File: src/rtl/adc_responder.sv
// Serial-ADC slave model: answers the capture master's chip select with one
// 8-bit sample per frame on miso, and keeps completed-frame / abort statistics.
module adc_responder #(
    parameter int LEADING_ZEROS = 3,
    parameter int FRAME_LEN     = 16
) (
    input  logic        clk,
    input  logic        reset,
    input  logic        cs,
    output logic        miso,
    input  logic [7:0]  sample_in,
    input  logic        pattern_en,
    output logic        busy,
    output logic [15:0] frame_count,
    output logic        frame_err
);

    typedef enum logic [1:0] {
        IDLE  = 2'd0,
        SHIFT = 2'd1,
        DONE  = 2'd2
    } state_t;

    state_t      state_q, state_d;
    logic [5:0]  bitcnt_q, bitcnt_d;
    logic [7:0]  sample_q, sample_d;
    logic        pat_q, pat_d;
    logic [7:0]  ramp_q, ramp_d;
    logic        miso_d;
    logic        busy_d;
    logic [15:0] count_d;
    logic        err_d;

    // Bit k of the frame: leading zeros, data MSB first, then zero padding.
    function automatic logic frame_bit(input logic [7:0] s, input logic [5:0] k);
        int off;
        off = int'(k) - LEADING_ZEROS;
        if (off >= 0 && off < 8) return s[3'(7 - off)];
        return 1'b0;
    endfunction

    // NOTE: every output of this block is given a default first, so no path
    // through the case statement can leave a value unassigned and infer a latch.
    always_comb begin
        state_d  = state_q;
        bitcnt_d = bitcnt_q;
        sample_d = sample_q;
        pat_d    = pat_q;
        ramp_d   = ramp_q;
        miso_d   = 1'b0;
        count_d  = frame_count;
        err_d    = frame_err;

        unique case (state_q)
            IDLE: begin
                if (!cs) begin
                    state_d  = SHIFT;
                    sample_d = pattern_en ? ramp_q : sample_in;
                    pat_d    = pattern_en;
                    bitcnt_d = '0;
                    miso_d   = frame_bit(sample_d, 6'd0);
                end
            end
            SHIFT: begin
                // The final edge completes the frame even if cs has just risen.
                if (bitcnt_q == 6'(FRAME_LEN - 1)) begin
                    state_d = DONE;
                    count_d = frame_count + 16'd1;
                    if (pat_q) ramp_d = ramp_q + 8'd1;
                end else if (cs) begin
                    state_d = IDLE;
                    err_d   = 1'b1;
                end else begin
                    bitcnt_d = bitcnt_q + 6'd1;
                    miso_d   = frame_bit(sample_q, bitcnt_q + 6'd1);
                end
            end
            DONE: begin
                if (cs) state_d = IDLE;
            end
            default: state_d = IDLE;
        endcase

        busy_d = (state_d == SHIFT);
    end

    // NOTE: state registers use non-blocking assignments so every flop samples
    // the pre-edge values computed above, independent of statement order.
    always_ff @(posedge clk) begin
        if (!reset) begin
            state_q     <= IDLE;
            bitcnt_q    <= '0;
            sample_q    <= '0;
            pat_q       <= 1'b0;
            ramp_q      <= '0;
            miso        <= 1'b0;
            busy        <= 1'b0;
            frame_count <= '0;
            frame_err   <= 1'b0;
        end else begin
            state_q     <= state_d;
            bitcnt_q    <= bitcnt_d;
            sample_q    <= sample_d;
            pat_q       <= pat_d;
            ramp_q      <= ramp_d;
            miso        <= miso_d;
            busy        <= busy_d;
            frame_count <= count_d;
            frame_err   <= err_d;
        end
    end

endmodule

File: config.mk
export PLATFORM = sky130hd
export DESIGN_NAME = adc_responder
export DESIGN_NICKNAME = d
export VERILOG_FILES = /design/src/rtl/adc_responder.sv
export SDC_FILE = /design/constraint.sdc
export NUM_CORES = 1
export LEC_CHECK = 0
export CORE_ASPECT_RATIO = 0.6
export CORE_MARGIN = 2
export CORE_UTILIZATION = 58
export CTS_CLUSTER_SIZE = 25
export DETAILED_ROUTE_END_ITERATION = 8
export PLACE_DENSITY = 0.82
export SYNTH_ARGS = -nofsm -noshare
export SYNTH_HDL_FRONTEND = slang
export SYNTH_SLANG_ARGS = --single-unit
File: constraint.sdc
create_clock -name clk -period 4.9 [get_ports clk]
set_input_delay 0.98 -clock clk [delete_from_list [all_inputs] [get_ports clk]]
set_output_delay 0.98 -clock clk [all_outputs]
set_load 0.01 [all_outputs]
==> out/metrics.cfg <==
[clocking]
root_buffer = clkbuf_8
worstSkewPairLatency_ps = 290
clk_path_buf_depth = 2
cts_resized = 0
postCtsSetupBuffers = 0
clk_pin_slew_ps = 80
cts_max_level = 2
cts_tree = yes
cts-buffers-inserted = 5
cts_sinks = 44
cts_hold_buf = 0

[yosys]
synthTopCellsByCount = dfxtp_1 (44), nor2_1 (44), xor2_1 (20), nand2_1 (15)
netlist_area_um2 = 2207
synth.distinct_cells = 42
synth_seq_area_share_pct = 39.91
post-synth-top-area-fraction_pct = 39.91
synth_area_per_cell_um2 = 8.724
syn-num-nets = 269
synth_edf_count = 0
ys_seq_elements = 44
synth_area_leader_cell = dfxtp_1
ys.flop_type = dfxtp_1
yosys-top-cells-area = dfxtp_1 (40%), xor2_1 (7.9%), nor2_1 (7.5%), mux2i_1 (5.9%), nand3_1 (2.7%)
synthCells = 253
async_flop_share_pct = 0
ys_warn_count = 0

[layout]
fill_cells = 289
finalNonFillerCells = 322
final-seq-area_um2 = 880.8
multi_input_area_um2 = 1242
synthToLayoutAreaGrowth_pct = 17.57
antenna_cells = 0
final_layout_size_suffix_gt1_share_pct = 6.182
design_area_um2 = 2595
nets = 290

[die]
die_w_um = 83.64
ios = 31
die-area_um2 = 4331
fp.dieH_um = 51.79
num_rows = 17
initial_utilization_pct = 60.33
coreArea_um2 = 3659

[worst_setup_path]
crit_type = flip-flop to flip-flop
r2r_setup_slack_ps = 2110
cp_slowest_cell = nor4b_2
start_kind = flip-flop
max_stage_delay_ps = 830
worst-r2r-cell-count = 6
worstPathRequired_ps = 5040
r2r-start = bitcnt_q[0]
crit_path_end_kind = flip-flop
crit_arrival_ps = 2940
path_max_fanout = 12
r2r-end = ramp_q[2]
crit_chain = ha_1, nand4b_4, nor4b_2, nand2_1, xor2_1, nor2_1

[routing]
ant_nets = 0
viasPerCell = 5.646
routed-via-count = 1818
wl_per_cell_um = 14.44
dr.first_iter.drc_count = 75
drc = 0
routed_wl_mm = 4.651
dr.pass1.iters = 4

[power]
irDropWorstVdd_mv = 0.2177
p_leak_uw = 0.0009769
power_density_nw_per_um2 = 251.2

[flow_run]
maxCapViolations = 0

[timing]
fin_skew_ps = 11.04
hold_viol_final = 0
rsz0062_at_grt = no
slew_headroom_pct = 20.93
fmaxAchievable_mhz = 357.8
finalSetupViolations = 0
worst_pin_slew_ps = 1185
final.min_clock_period_ps = 2795
timing.final.crit_share_pct = 57.03
slew_viol_final = 0
fin_setup_tns_ps = 0

[global_route]
grt_usage_pct = 23.56
grt_start_max_net_pins = 40
grt_pass1_wl_mm = 8.038
grt_pass1_vias = 1715
antenna_found_initial = 0
gr-total-overflow = 0

[status]
outcome = finished clean

[worst_hold_path]
holdPathStages = 2
min_to = frame_err
min_from = frame_err
hold_class = flip-flop to flip-flop

[placed_design]
finalWeightedCongestion = 0.8077
port_buffers = 30
dp_hpwl_mm = 3.295
post_dp_cell_area_um2 = 2501
place_inst = 314

==> layer usage <==
layer	wire, um	up-vias	share of wire, %	track usage [%]
met5	0	-	0	0
met4	39	0	0.84	8.602
met3	139	4	3.0	6.349
met2	1951	26	42	34.27
met1	2521	863	54	33.63
li1	-	925	-	-
==> worst max-delay path: cells and delay by family, from the launching register on <==
kind | cells | cell delay [ps]
simple gates | 4 | 1320
xor+xnor | 1 | 210
flops | 1 | 580
fa+ha+maj | 1 | 530
==> how the worst max path moves through the flow <==
| stage | start | endpoint | slack, ps |
|---|---|---|---|
| 2_1_floorplan | bitcnt_q[0] | miso | 2610 |
| 3_3_place_gp | cs | sample_q[3] | 1980 |
| 3_5_place_dp | cs | sample_q[2] | 1940 |
| 4_1_cts | bitcnt_q[0] | ramp_q[2] | 2140 |
| 5_1_grt | bitcnt_q[0] | ramp_q[6] | 1930 |
| 6_report | bitcnt_q[0] | ramp_q[2] | 2110 |
==> cell type report <==
| cell class | instances | area share (%) |
|---|---|---|
| inverters | 5 | 0.7232 |
| multi-input cells | 188 | 47.88 |
| well taps | 47 | 2.266 |
| clock inverters | 1 | 0.2893 |
| clock buffers | 7 | 3.327 |
| repair buffers | 30 | 11.57 |
| flip-flops and latches | 44 | 33.94 |
==> registers in the layout, indices dropped and copies added (netlist names) <==
register,count
state_q,2
miso,1
frame_err,1
busy,1
sample_q,8
bitcnt_q,6
frame_count,16
pat_q,1
ramp_q,8
==> power by group <==
part / internal (uW) / total (uW) / switching [uW]
logic: 22.9 / 46.1 / 23.2
registers: 364 / 370 / 5.30
clock network: 115 / 236 / 121
==> metrics by stage <==
| stage | hold slack (ps) | util (%) | worst slack (ps) | power, uW |
|---|---|---|---|---|
| after floorplan | 448.5 | - | 2613 | 407.0 |
| after global placement | 463.1 | 68.37 | 1980 | 422.8 |
| after detailed placement | 482.7 | 68.37 | 1937 | 424.0 |
| after CTS | 498.0 | 70.93 | 2144 | 654.2 |
| after global routing | 528.3 | 70.93 | 1935 | 679.4 |
| final | 495.1 | 70.93 | 2105 | 651.7 |
==> cell families (layout without fill, tap and decap cells) <==
group                    count (synthesis)  after routing  synth area share, %
AND/OR/NAND/NOR                        107            107                25.40
flip-flops                              44             44                39.91
AO/OA/AOI/OAI                           37             37                10.66
XOR/XNOR                                24             24                9.524
buffers and inverters                   21             43                3.798
multiplexers                            16             16                8.446
adder cells (fa/ha/maj)                  4              4                2.268
==> cell usage in the layout (no fill, tap or decap), drive strengths merged, types with 4 or more instances in the layout <==
| cell type | n |
|---|---|
| nand4 | 9 |
| inv | 5 |
| a211oi | 8 |
| xor2 | 20 |
| dfxtp | 44 |
| a21oi | 11 |
| and2 | 7 |
| xnor2 | 4 |
| mux2i | 13 |
| clkbuf | 7 |
| nand3 | 12 |
| o21ai | 5 |
| ha | 4 |
| nand2 | 15 |
| clkdlybuf4s50 | 30 |
| nor2 | 44 |
(Power assumes the default switching activity.)
